## src/rtl/dither_dac_tx.sv

```systemverilog
// Dither polarity to DAC code converter with 3-wire serial DAC transmitter.
// Optional macro DAC_FRAME_CMD_EN prefixes every frame with command byte 8'h30.
module dither_dac_tx #(
  parameter int DAC_W   = 16,
  parameter int CLK_DIV = 2,
  parameter int CS_IDLE = 2
) (
  input  logic               i_clk,
  input  logic               i_rst_n,
  input  logic               i_trig,
  input  logic signed [31:0] i_dither,
  input  logic [DAC_W-1:0]   i_amp,
  input  logic [DAC_W-1:0]   i_offset,
  output logic               o_dac_cs_n,
  output logic               o_dac_sclk,
  output logic               o_dac_sdi,
  output logic               o_busy,
  output logic [DAC_W-1:0]   o_code,
  output logic               o_done,
  output logic [15:0]        o_drop_cnt
);

`ifdef DAC_FRAME_CMD_EN
  localparam int FW = DAC_W + 8;
`else
  localparam int FW = DAC_W;
`endif
  localparam int CW = 16;
  localparam logic [CW-1:0] DIV_LAST  = CW'(CLK_DIV - 1);
  localparam logic [CW-1:0] HALF      = CW'(CLK_DIV);
  localparam logic [CW-1:0] BIT_LAST  = CW'(2*CLK_DIV - 1);
  localparam logic [CW-1:0] IDLE_LAST = CW'(CS_IDLE - 1);
  localparam logic [CW-1:0] FW_LAST   = CW'(FW - 1);

  typedef enum logic [2:0] {IDLE, CALC, ASSERT, SHIFT, DEASSERT} state_t;

  state_t             state, nxt;
  logic signed [31:0] last_dither;
  logic               pending;
  logic [CW-1:0]      cnt;
  logic [CW-1:0]      bit_cnt;
  logic [FW-1:0]      sr;
  logic               req;
  logic               last_deassert;
  logic [DAC_W-1:0]   code_sat;
  logic [FW-1:0]      frame_load;
  logic signed [DAC_W+1:0] off_s, amp_s, sum_s;

  assign req           = i_trig | (i_dither != last_dither);
  assign last_deassert = (state == DEASSERT) && (cnt == IDLE_LAST);

  // Two guard bits: one for the carry of offset+amp, one for the sign of offset-amp.
  always_comb begin
    off_s = $signed({2'b00, i_offset});
    amp_s = $signed({2'b00, i_amp});
    sum_s = off_s;
    if (i_dither == 32'sd1)       sum_s = off_s + amp_s;
    else if (i_dither == -32'sd1) sum_s = off_s - amp_s;
    if (sum_s[DAC_W+1])    code_sat = '0;
    else if (sum_s[DAC_W]) code_sat = '1;
    else                   code_sat = sum_s[DAC_W-1:0];
  end

`ifdef DAC_FRAME_CMD_EN
  assign frame_load = {8'h30, code_sat};
`else
  assign frame_load = code_sat;
`endif

  always_comb begin
    nxt = state;
    case (state)
      IDLE:     if (req || pending) nxt = CALC;
      CALC:     nxt = ASSERT;
      ASSERT:   if (cnt == DIV_LAST) nxt = SHIFT;
      SHIFT:    if (cnt == BIT_LAST && bit_cnt == FW_LAST) nxt = DEASSERT;
      DEASSERT: if (cnt == IDLE_LAST) nxt = (req || pending) ? CALC : IDLE;
      default:  nxt = IDLE;
    endcase
  end

  always_ff @(posedge i_clk or negedge i_rst_n) begin
    if (!i_rst_n) begin
      state       <= IDLE;
      last_dither <= '0;
      cnt         <= '0;
      bit_cnt     <= '0;
      sr          <= '0;
      o_code      <= '0;
    end else begin
      state       <= nxt;
      last_dither <= i_dither;
      case (state)
        CALC: begin
          o_code  <= code_sat;
          sr      <= frame_load;
          cnt     <= '0;
          bit_cnt <= '0;
        end
        ASSERT:   cnt <= (cnt == DIV_LAST) ? '0 : cnt + CW'(1);
        SHIFT: begin
          if (cnt == BIT_LAST) begin
            cnt     <= '0;
            sr      <= {sr[FW-2:0], 1'b0};
            bit_cnt <= bit_cnt + CW'(1);
          end else begin
            cnt <= cnt + CW'(1);
          end
        end
        DEASSERT: cnt <= (cnt == IDLE_LAST) ? '0 : cnt + CW'(1);
        default:  cnt <= '0;
      endcase
    end
  end

  // A request landing on the last DEASSERT cycle while one is pending
  // becomes the next pending request rather than a drop.
  always_ff @(posedge i_clk or negedge i_rst_n) begin
    if (!i_rst_n) begin
      pending    <= 1'b0;
      o_drop_cnt <= '0;
    end else if (state == IDLE) begin
      pending <= 1'b0;
    end else if (last_deassert) begin
      pending <= pending & req;
    end else if (req) begin
      if (pending) begin
        if (o_drop_cnt != 16'hFFFF) o_drop_cnt <= o_drop_cnt + 16'd1;
      end else begin
        pending <= 1'b1;
      end
    end
  end

  assign o_busy     = (state != IDLE);
  assign o_dac_cs_n = !(state == ASSERT || state == SHIFT);
  assign o_dac_sclk = (state == SHIFT) && (cnt >= HALF);
  assign o_dac_sdi  = (state == ASSERT || state == SHIFT) ? sr[FW-1] : 1'b0;
  assign o_done     = last_deassert;

endmodule

```

## config.mk

```make
export PLATFORM = sky130hd
export DESIGN_NAME = dither_dac_tx
export DESIGN_NICKNAME = d
export VERILOG_FILES = /design/src/rtl/dither_dac_tx.sv
export SDC_FILE = /design/constraint.sdc
export NUM_CORES = 1
export LEC_CHECK = 0
export CORE_UTILIZATION = 42
export DETAILED_ROUTE_END_ITERATION = 8
export GPL_ROUTABILITY_DRIVEN = 0
export PLACE_DENSITY_LB_ADDON = 0.2
export SLEW_MARGIN = 20
export SYNTH_ARGS = -nofsm -noshare
export SYNTH_HDL_FRONTEND = slang
export SYNTH_SLANG_ARGS = --single-unit
```

## constraint.sdc

```tcl
create_clock -name i_clk -period 2.53 [get_ports i_clk]
set_input_delay 0.6325 -clock i_clk [delete_from_list [all_inputs] [get_ports i_clk]]
set_output_delay 0.6325 -clock i_clk [all_outputs]
set_load 0.05 [all_outputs]
```

**Word-level counts from Yosys, hierarchy flattened**

Index checks and enable logic that the tools add are counted.

- Flip-flop bits (word level): 116
- Input port bits: 67
- Output and inout port bits: 37
- Logic and storage cells: 69

- Add/sub/neg operators: 5
- $lt $le $gt $ge: 1
- Eq/ne operators: 16
- Muxes and demuxes: 21
- Bitwise logic cells: 4
- Reductions and logical operators: 14

Operator list:

| kind | count |
|---|---|
| two-way mux 16 bit | 6 |
| case mux 16 bit (2 select lines) | 3 |
| adder 16 x 1 -> 16 bit (second input constant) | 3 |
| two-way mux 18 bit | 2 |
| == test 32 x 1 -> 1 bit (second input constant) | 1 |
| == test 32 x 2 -> 1 bit (second input constant) | 1 |
| inequality test 32 bit | 1 |
| adder 16 x 16 -> 17 bit | 1 |
| subtractor 16 x 16 -> 17 bit | 1 |
| == test 16 x 1 -> 1 bit (second input constant) | 1 |
| == test 16 x 2 -> 1 bit (second input constant) | 1 |
| == test 16 x 4 -> 1 bit (second input constant) | 1 |
| greater-or-equal comparator 16 x 2 -> 1 bit (second input constant) | 1 |
| inequality test 16 bit (second input constant) | 1 |
| case mux 3 bit (5 select lines) | 1 |
| two-way mux 3 bit | 4 |
| inequality test 2 bit (second input constant) | 4 |
| == test 3 x 2 -> 1 bit (second input constant) | 2 |
| nonzero test 3 bit | 2 |
| two-way mux 1 bit | 5 |
| AND reduction 5 bit | 1 |
| AND reduction 4 bit | 1 |
| == test 3 x 1 -> 1 bit (second input constant) | 1 |
| == test 3 bit (second input constant) | 1 |
| other kinds (11) | 15 |

**Depth between registers and ports, before layout**

Gate-level depths: netlist of run 1.

- Word-level depth: 6
- Mapped depth: 13
- Depth with buffers taken out: 11

**Least setup slack after synthesis of run 1**

No wires, ideal clock.

- Path type: input -> register
- From: in i_amp[7]
- To: reg sr[3]
- Library setup time: 0.119 ns
- Data arrival time: 2.748 ns
- Data required time: 2.411 ns
- Setup slack: -0.337 ns
- Cell stages on the path: 13
- Path through: inv_1 -> ha_1 -> buf_4 -> a21o_1 -> a21oi_1 -> and3_1 -> a211oi_1 -> or4_1 -> clkbuf_1 -> buf_2 -> o21ai_0 -> o21ai_0 -> o21a_1

- Word-level cells in the longest chain between the ends: 6
- Elaborated cells between the ends (all ways): 7
- Those cells by class: add/sub: 2; mux: 5

RTL lines:

| item | RTL line | source |
|---|---|---|
| from (decl) | 12 | `input logic [DAC_W-1:0] i_amp,` |
| subtractor 16 x 16 -> 17 bit | 58 | `else if (i_dither == -32'sd1) sum_s = off_s - amp_s;` |
| two-way mux 18 bit | 58 |  |
| two-way mux 18 bit * | 57 | `if (i_dither == 32'sd1) sum_s = off_s + amp_s;` |
| two-way mux 16 bit | 60 | `else if (sum_s[DAC_W]) code_sat = '1;` |
| two-way mux 16 bit * | 59 | `if (sum_s[DAC_W+1]) code_sat = '0;` |
| case mux 16 bit (2 select lines) * | 93 | `case (state)` |
| to (signal assigned) | 96 | `sr <= frame_load;` |
| to (signal assigned) | 104 | `sr <= {sr[FW-2:0], 1'b0};` |
| to (decl) | 42 | `logic [FW-1:0] sr;` |

Every way passes the cells marked *; elsewhere a longest branch is shown, timed or not.
A chain may end at the register's enable or synchronous reset.

**Worst setup path after layout of run 1**

- From: in i_offset[8]
- To: reg o_code[14]

- Word-level cells in the longest chain between the ends: 5
- Elaborated cells between the ends (all ways): 6
- Those cells by class: add/sub: 2; mux: 4

RTL lines:

| item | RTL line | source |
|---|---|---|
| from (decl) | 13 | `input logic [DAC_W-1:0] i_offset,` |
| subtractor 16 x 16 -> 17 bit | 58 |  |
| two-way mux 18 bit | 58 |  |
| two-way mux 18 bit * | 57 |  |
| two-way mux 16 bit | 60 |  |
| two-way mux 16 bit * | 59 |  |
| to (signal assigned) | 95 | `o_code <= code_sat;` |
| to (decl) | 18 | `output logic [DAC_W-1:0] o_code,` |

Marks and branches as above.

==> out/qor.yml, run 1 <==
floorplan:
  die_y_um: 132
  ios: 104
  dieArea_um2: 17300
  chipWidth_um: 132
  fp-row-count: 47
  start_util_pct: 42.8
  core_area_um2: 16500
setup_path:
  critPathRequiredTime_ns: 2.83
  worstPathArrival_ns: 2.85
  endpoint_kind: "flip-flop"
  reg2reg_from: "cnt[6]"
  reg2reg_slack_ns: 0.15
  r2r_end: "bit_cnt[15]"
  startpoint: "i_offset[8]"
  crit_fanout: 6
  worstSetupStartpointType: "input port"
  ff2ff_path_depth: 7
  criticalPathCategory: "in -> reg"
synthesis:
  synth-seq-cells: 116
  synth_cell_types: 60
  synth_edf_count: 0
  async_flop_share_pct: 100
  ys_top_cells_by_count: "dfrtp_1 (116), nor2_1 (69), nand2_1 (66), xnor2_1 (55), a21oi_1 (47)"
  synth_top_cell_area_share_pct: 41.1
  ys.warnings.count: 0
  avgSynthCellArea_um2: 9.02
  syn_area_um2: 7060
  yosysSeqAreaShare_pct: 41.1
  synth.most_common_cell: "dfrtp_1"
  ys.flop_type: "dfrtp_1"
  synth_top_area_cell: "dfrtp_1"
  syn-num-nets: 888
  synthTopCellsByArea: "dfrtp_1 (41%), xnor2_1 (6.8%), ha_1 (6.6%)"
  netlist_instances: 782
cts:
  clkLatencyLatePin_ns: 0.41
  postCtsHoldBufs: 0
  cts_inserted_buffers: 17
  root_buffer: "clkbuf_16"
  htree_levels: 4
  cts.sinks: 116
  cts_buffer_depth: 2
  cts_tree: "done"
  clk_pin_slew_ns: 0.05
sta:
  slew_headroom_pct: 56.9
  drv_slew: 0
  hold_viol: 0
  setup_viol: 4
  finClkSkew_ns: 0.00645
  worst_pin_slew_ns: 0.647
  setup_ws_ns: -0.0200
  rsz0062_at_grt: "yes"
  finalCritPeriodShare_pct: 101
  timing.fmax_mhz: 392
  fin_crit_ns: 2.55
placed_design:
  dpl_worst_slack_ns: -0.932
  portBuffers: 103
  hpwl_mm: 14.9
global_route:
  grt_max_degree: 75
  grt-ovfl-total: 0
  grt_pass1_wl_mm: 35.0
  track_usage_pct: 25.2
  antenna_found_initial: 0
  grt_pass1_vias: 7251
route:
  viasPerCell: 5.41
  antenna_left: 0
  first_iter_violations: 369
  vias: 7180
  detail_route.first_pass.iterations: 6
  routed_wl_mm: 21.3
  drc: 0
  routedWlPerCell_um: 16.0
cells_and_area:
  fillCellCount: 1245
  layout-drive-gt1-share_pct: 37.6
  antenna_cells: 0
  nets: 1202
  syn2layout_area_growth_pct: 61.7
pwr:
  power_mw: 5.32
  ir_drop_v: 0.000576
  power_density_nw_per_um2: 466
  leakage_nw: 5.17
worst_hold_path:
  hp-class: "in -> async"
outcome:
  status: "finished, violations left"
  violations: "setup timing"
job:
  cap_violations: 0
metal layers:
layer	share of wire, %	up-vias	global-route usage, %
li1	-	3418	-
met5	0	-	0
met3	3.8	62	3.86
met4	2.9	0	11.0
met2	50	212	42.7
met1	43	3488	31.6
through the flow:
stage | utilization [%] | TNS [ns] | instance area [µm²] | std cells | hold slack, ns
6_report | 69.3 | -0.0446 | 11400 | 1328 | 0.115
3_3_place_gp | 59.8 | -33.45 | 9850 | 1264 | 0.464
4_1_cts | 67.2 | -0.0192 | 11100 | 1316 | 0.106
5_1_grt | 69.3 | -0.608 | 11400 | 1328 | 0.124
2_1_floorplan | - | -2.65 | 7230 | 782 | 0.337
3_5_place_dp | 59.8 | -34.98 | 9850 | 1264 | 0.474
power breakdown:
part / switching, mW / internal [mW]
Combinational: 0.660 / 0.663
Clock: 0.777 / 1.28
Sequential: 0.0293 / 1.91
cell families (layout without fill, tap and decap cells):
group           Yosys count  count (layout)  share of synthesized area (%)
compound gates          170             170                           15.6
xor+xnor                 84              84                           10.4
fa+ha+maj                40              40                           7.27
buf+inv                  70             396                           3.85
flops                   116             116                           41.1
mux                       3               3                          0.461
simple gates            299             299                           21.3
area by class of cell:
type                       count  area [µm²]  area share [%]
tap                          220         275            2.41
clock buffer                  25         475            4.17
inverter                      37         144            1.26
sequential                   116        2910            25.5
timing repair buffer         328        2730            23.9
clock inverter                 6        30.0           0.263
multi-input combinational    596        4850            42.5
cells in the final DEF (no fill, tap or decap), types with 29 or more instances in the layout:
cell type / Yosys / routed
buf_4: 1 / 208
dfrtp_1: 116 / 113
nor2_1: 69 / 65
nand2_1: 66 / 62
xnor2_1: 55 / 54
dlygate4sd2_1: 0 / 42
clkdlybuf4s50_1: 0 / 35
nand4_1: 32 / 32
nand3_1: 35 / 32
a21oi_1: 47 / 30
xor2_1: 29 / 29
how the worst max path moves through the flow:
| stage | to | slack, ns |
|---|---|---|
| floorplan | sr[3] | -0.15 |
| global placement | o_code[13] | -0.87 |
| detailed placement | sr[13] | -0.93 |
| CTS | sr[13] | -0.02 |
| global route | o_code[14] | -0.09 |
| finish | o_code[14] | -0.02 |
registers in the layout (all words and copies together) (netlist names):
register and cells:
pending 1, last_dither 32, state 3, bit_cnt 16, cnt 16, o_drop_cnt 16, sr 16, o_code 16
worst max-delay path, stage by stage:
cell and delay [ns]:
dlygate4sd2_1 0.27, ha_4 0.29, nand4_1 0.10, o31ai_2 0.09, a21oi_4 0.18, a211oi_2 0.12, or4_4 0.54, buf_6 0.15
buf_4 0.13, and2_4 0.16, a22o_1 0.19
timing repair:
item                       CTS  global route
cloned                       1             0
buffers inserted            22            14
resized for setup          195            91
pin swaps                   78            61
setup endpoints to repair   51            37
(Power assumes the default switching activity.)
==> inputs of run 2 (changes only) <==
- CORE_MARGIN: not set -> 2
- SLEW_MARGIN: 20 -> not set
- clock period: 2.53 -> 2.09 ns (I/O delays scaled with it)
==> run 2 against run 1 <==
Compared with the run above:
- the run still ends with setup timing left
- clock power increased by 55%
- critical endpoint is now o_done
- via count increased by 6.6%
- sequential power increased by 21%
- global-route usage increased by 1.7 points
- count of clock-buffer cells in the layout decreased by 1
==> out/qor.yml, run 2 (same netlist as run 1, synthesis figures left out) <==
outcome:
  status: "finished, violations left"
  violations: "setup timing"
floorplan:
  chipWidth_um: 134  # +1.5%
  start_util_pct: 42.7  # -0.15 points
  dieArea_um2: 17900  # +3.1%
  ios: 104  # unchanged
  die_y_um: 134  # +1.5%
  core_area_um2: 16500  # +0.36%
  fp-row-count: 47  # unchanged
setup_path:
  criticalPathCategory: "reg -> out"
  worstSetupStartpointType: "flip-flop"
  reg2reg_slack_ns: -0.18  # -0.33 ns
  critPathRequiredTime_ns: 1.57  # -1.26 ns
  startpoint: "cnt[8]"
  endpoint_kind: "output pin"
  reg2reg_from: "cnt[8]"
  setup.worst_path.end: "o_done"
  worstPathArrival_ns: 1.98  # -0.87 ns
  r2r_end: "bit_cnt[15]"
  crit_fanout: 2  # -4
  ff2ff_path_depth: 7  # unchanged
sta:
  drv_slew: 0  # unchanged
  finClkSkew_ns: 0.00899  # +0.00254 ns
  fin_crit_ns: 2.50
  timing.fmax_mhz: 400
  fin_tns_setup_ns: -10.55  # -10.50 ns
  finalCritPeriodShare_pct: 120
  setup_viol: 54  # +50
  rsz0062_at_grt: "yes"
  slew_headroom_pct: 56.6  # -0.24 points
  setup_ws_ns: -0.411  # -0.391 ns
  hold_viol: 0  # unchanged
  hold_slack_ns: 0.412  # +0.297 ns
  worst_pin_slew_ns: 0.648  # +0.00125 ns
route:
  viasPerCell: 5.63  # +4.1%
  first_iter_violations: 524  # +42%
  routedWlPerCell_um: 18.8  # +17%
  antenna_left: 0  # unchanged
  drc: 0  # unchanged
  routed_wl_mm: 25.5  # +20%
  detail_route.first_pass.iterations: 5  # -1
  vias: 7654  # +6.6%
global_route:
  met3_usage_pct: 4.22  # +0.37 points
  grt_max_degree: 78  # +4.0%
  track_usage_pct: 26.8  # +1.7 points
  use_met2_pct: 47.8  # +5.1 points
  antenna_found_initial: 0  # unchanged
  grt-ovfl-total: 0  # unchanged
  grt_use_met1_pct: 31.5  # -0.13 points
  grt_busiest_layer: "met2"
  grt_pass1_wl_mm: 38.3  # +9.5%
  grt_pass1_vias: 7884  # +8.7%
cells_and_area:
  nets: 1233  # +2.6%
  regMostFlops: "last_dither"
  syn2layout_area_growth_pct: 77.9
  final_cell_mix: "buf_4 (210), dfrtp_1 (104), nor2_1 (61), dlygate4sd2_1 (56), nand2_1 (51)"
  largest_reg_flops: 32  # unchanged
  fin_cells: 1360  # +2.4%
  antenna_cells: 0  # unchanged
  final_common_cell: "buf_4"
  utilization_pct: 76.0  # +6.7 points
  multiInputGateArea_um2: 5380  # +11%
  fillCellCount: 1049  # -16%
  layout-drive-gt1-share_pct: 48.6  # +11 points
  regArea_um2: 2920  # +0.39%
cts:
  clk_pin_slew_ns: 0.05  # about the same
  cts_tree: "done"
  clkLatencyLatePin_ns: 0.42  # about the same
  htree_levels: 4  # unchanged
  root_buffer: "clkbuf_16"
  cts_inserted_buffers: 17  # unchanged
  cts_buffer_depth: 2  # unchanged
  cts.sinks: 116  # unchanged
pwr:
  power_density_nw_per_um2: 585  # +26%
  power_mw: 7.35  # +38%
  ir_drop_v: 0.000506  # -12%
  leakage_nw: 5.70  # +10%
placed_design:
  hpwl_mm: 15.3  # +2.8%
  dp.cells: 1279  # +1.2%
  portBuffers: 103  # unchanged
worst_hold_path:
  hp-class: "in -> reg"
job:
  cap_violations: 0  # unchanged
-- run 2: changes by cell type in the layout (fill, tap and decap cells not counted), sizes merged, moves of 5 or more --
cell / previous run / this run
dlymetal6s2s: 5 / 0
clkdlybuf4s15: 1 / 10
clkbuf: 35 / 28
dlygate4sd2: 42 / 56
buf: 235 / 285
clkdlybuf4s50: 35 / 2
-- run 2: layout make-up --
type,count,area share [%]
clock inverters,8,1.16
multi-input cells,596,42.8
inverters,37,1.21
clock buffers,24,4.08
well taps,220,2.19
flip-flops and latches,116,23.2
repair buffers,359,25.3
-- run 2: worst min-delay path by stage --
stage / slack, ns / depth (start not counted) / end / startpoint
6_report: 0.41 / 2 / last_dither[25] / i_dither[25]
3_5_place_dp: 0.36 / 1 / o_drop_cnt[7] / i_rst_n
5_1_grt: 0.41 / 2 / last_dither[25] / i_dither[25]
4_1_cts: 0.43 / 1 / last_dither[10] / i_dither[10]
3_3_place_gp: 0.37 / 1 / o_drop_cnt[7] / i_rst_n
2_1_floorplan: 0.23 / 0 / bit_cnt[0] / i_rst_n
-- run 2: report_power, final --
part           total, mW  switching [mW]  internal, mW
clock               3.19            1.01          2.18
sequential          2.35          0.0394          2.31
combinational       1.81           0.927         0.879
total               7.35            1.98          5.37
-- run 2: worst max-delay path: stages (launching register included) --
cell and delay, ns:
dfrtp_1 0.39, nor4_2 0.30, nand4_1 0.17, buf_4 0.17, or2_4 0.22, buf_6 0.12, inv_4 0.06, buf_12 0.13
-- run 2: metal layers --
metal	vias up	part of all wire (%)
li1	3484	-
met1	3717	39
met2	324	51
met3	129	4.8
met4	0	5.3
met5	-	0
-- run 2: metrics by stage --
| step | area, µm² | setup WS [ns] |
|---|---|---|
| 3_3_place_gp | 10000 | -1.28 |
| 3_5_place_dp | 10000 | -1.29 |
| 2_1_floorplan | 7290 | -0.479 |
| 4_1_cts | 12200 | -0.445 |
| 5_1_grt | 12600 | -0.504 |
| 6_report | 12600 | -0.411 |
-- run 2: timing repair --
action	CTS	global route
buffers inserted	40	8
cloned	3	2
pin swaps	132	45
gates resized for setup	427	61
endpoints found under the setup margin	105	85
endpoints found under the hold margin	7	0
hold buffers	1	0
==> inputs of run 3 (changes only) <==
- CORE_UTILIZATION: 42 -> 50
- PLACE_DENSITY_LB_ADDON: 0.2 -> 0.08
==> run 3 against run 2 <==
Compared with the run above:
- the run still ends with setup timing left
- worst hold slack lost 0.13 ns
- sequential share of layout area increased by 0.62 points
- core utilization rose by 12 points
- global-route usage up 10 points
- sequential power hardly changed
- routed wire length grew 27%
- final cell count down 3.9%
==> out/qor.yml, run 3 (same netlist as run 1, synthesis figures left out) <==
setup_path:
  ff2ff_path_depth: 8  # +1
  reg2reg_slack_ns: -0.26  # -0.08 ns
  worstPathArrival_ns: 3.06  # +1.08 ns
  critPathRequiredTime_ns: 2.37  # +0.80 ns
  endpoint_kind: "flip-flop"
  worstSetupStartpointType: "input port"
  r2r_end: "o_drop_cnt[14]"
  criticalPathCategory: "in -> reg"
  reg2reg_from: "last_dither[18]"
  crit_fanout: 10  # +8
pwr:
  power_mw: 7.28  # -0.96%
  leakage_nw: 5.51  # -3.3%
  power_switching_mw: 2.21  # +12%
  power_frac_seq_pct: 32.3  # +0.3 points
  intPower_mw: 5.06  # -5.7%
  combPwrFrac_pct: 26.3  # +1.7 points
  switching_share_pct: 30.4  # +3.5 points
  power_density_nw_per_um2: 595  # +1.7%
  p_clk_share_pct: 41.3  # -2.2 points
  ir_drop_v: 0.000466  # -7.9%
sta:
  slew_headroom_pct: 48.3  # -8.3 points
  rsz0062_at_grt: "yes"
  fin_crit_ns: 2.78  # +0.279 ns
  timing.fmax_mhz: 360  # -10%
  setup_ws_ns: -0.690  # -0.279 ns
  drv_slew: 0  # unchanged
  hold_viol: 0  # unchanged
  fin_tns_setup_ns: -18.72  # -8.18 ns
  finalCritPeriodShare_pct: 133  # +13 points
  setup_viol: 54  # unchanged
  finClkSkew_ns: 0.00624  # -0.00275 ns
  worst_pin_slew_ns: 0.773  # +0.124 ns
placed_design:
  dpl_worst_slack_ns: -1.26  # +0.0304 ns
  portBuffers: 103  # unchanged
  hpwl_mm: 15.7  # +2.5%
  dp.cells: 1227  # -4.1%
cells_and_area:
  multiInputGateArea_um2: 5460  # +1.5%
  largest_reg_flops: 32  # unchanged
  fillCellCount: 580  # -45%
  regMostFlops: "last_dither"
  nets: 1220  # -1.1%
  fin_cells: 1307  # -3.9%
  final_common_cell: "buf_4"
  regArea_um2: 2920  # about the same
  syn2layout_area_growth_pct: 73.3
  layout-drive-gt1-share_pct: 49.7  # +1.1 points
  final_cell_mix: "buf_4 (220), dfrtp_1 (103), nor2_1 (59), nand2_1 (53), xnor2_1 (41)"
  antenna_cells: 0  # unchanged
floorplan:
  die_y_um: 123  # -8.1%
  dieArea_um2: 15100  # -16%
  core_area_um2: 13800  # -16%
  chipWidth_um: 123  # -8.1%
  start_util_pct: 51.0  # +8.3 points
  ios: 104  # unchanged
  fp-row-count: 43  # -8.5%
route:
  antenna_left: 0  # unchanged
  routedWlPerCell_um: 24.8  # +32%
  first_iter_violations: 978  # +87%
  routed_wl_mm: 32.4  # +27%
  viasPerCell: 6.54  # +16%
  drc: 0  # unchanged
  vias: 8547  # +12%
  detail_route.first_pass.iterations: 6  # +1
cts:
  cts_tree: "done"
  root_buffer: "clkbuf_16"
  clk_pin_slew_ns: 0.06  # about the same
  cts_buffer_depth: 2  # unchanged
  htree_levels: 4  # unchanged
  cts_inserted_buffers: 17  # unchanged
  cts.sinks: 116  # unchanged
  clkLatencyLatePin_ns: 0.43  # about the same
outcome:
  violations: "setup timing"
  status: "finished, violations left"
worst_hold_path:
  hp-start: "i_dither[7]"
  hp-class: "in -> reg"
  hold_end: "last_dither[7]"
  hold_path_depth: 1  # -1
global_route:
  grt_max_degree: 80  # +2.6%
  antenna_found_initial: 0  # unchanged
  grt_pass1_wl_mm: 43.0  # +12%
  track_usage_pct: 37.0  # +10 points
  grt_pass1_vias: 8264  # +4.8%
  grt-ovfl-total: 0  # unchanged
job:
  cap_violations: 0  # unchanged
-- run 3: cell types whose count changed in the layout (fill, tap and decap cells not counted), sizes merged, moves of 3 or more --
cell,previous run,this run
clkinvlp,2,5
clkinv,2,6
clkbuf,28,33
buf,285,276
dlygate4sd2,56,37
clkdlybuf4s15,10,16
-- run 3: area by class of cell --
cell class / instances / area share [%]
Multi-Input combinational cell: 596 / 44.7
Sequential cell: 116 / 23.9
Timing Repair Buffer: 346 / 23.5
Clock buffer: 18 / 3.59
Tap cell: 180 / 1.84
Clock inverter: 14 / 1.32
Inverter: 37 / 1.22
-- run 3: metal layers --
layer / global-route usage, % / up-vias / share of wire [%]
met3: 7.43 / 302 / 9.5
li1: - / 3459 / -
met1: 43.9 / 4016 / 35
met5: 0 / - / 0
met2: 63.6 / 770 / 47
met4: 18.4 / 0 / 8.6
-- run 3: what timing repair did --
item,4_1_cts,5_1_grt
endpoints found under the setup margin,87,87
hold buffers,1,0
hold endpoints to repair,3,0
pin swaps,122,70
gates resized for setup,395,107
buffers inserted,42,15
-- run 3: how the worst max path moves through the flow --
| stage | startpoint | end | slack (ns) |
|---|---|---|---|
| after CTS | cnt[6] | o_done | -0.45 |
| after global routing | i_amp[10] | sr[15] | -0.70 |
| after detailed placement | i_offset[0] | sr[15] | -1.26 |
| final | i_dither[0] | sr[15] | -0.69 |
| after global placement | i_amp[1] | sr[9] | -1.19 |
| after floorplan | i_offset[7] | sr[3] | -0.48 |
-- run 3: power groups by stage --
stage	Combinational (mW)	Clock, mW	Sequential, mW
floorplan	0.530	0	2.45
global placement	1.24	0	2.38
detailed placement	1.27	0	2.38
CTS	1.55	2.99	2.34
global route	1.96	3.14	2.36
finish	1.92	3.01	2.35
-- run 3: worst max-delay path, cell delays in order --
cell             delay (ns)
clkdlybuf4s15_1        0.26
nand4_1                0.17
nor4_2                 0.34
buf_4                  0.20
and2_0                 0.37
buf_4                  0.34
nor2_1                 0.14
a222oi_1               0.53
o21ai_1                0.17
-- run 3: stage by stage --
stage	cell area, µm²	utilization, %	hold WS [ns]
2_1_floorplan	7290	-	0.227
3_3_place_gp	9850	71.2	0.332
3_5_place_dp	9850	71.2	0.332
4_1_cts	11800	85.1	0.336
5_1_grt	12200	88.4	0.263
6_report	12200	88.4	0.282
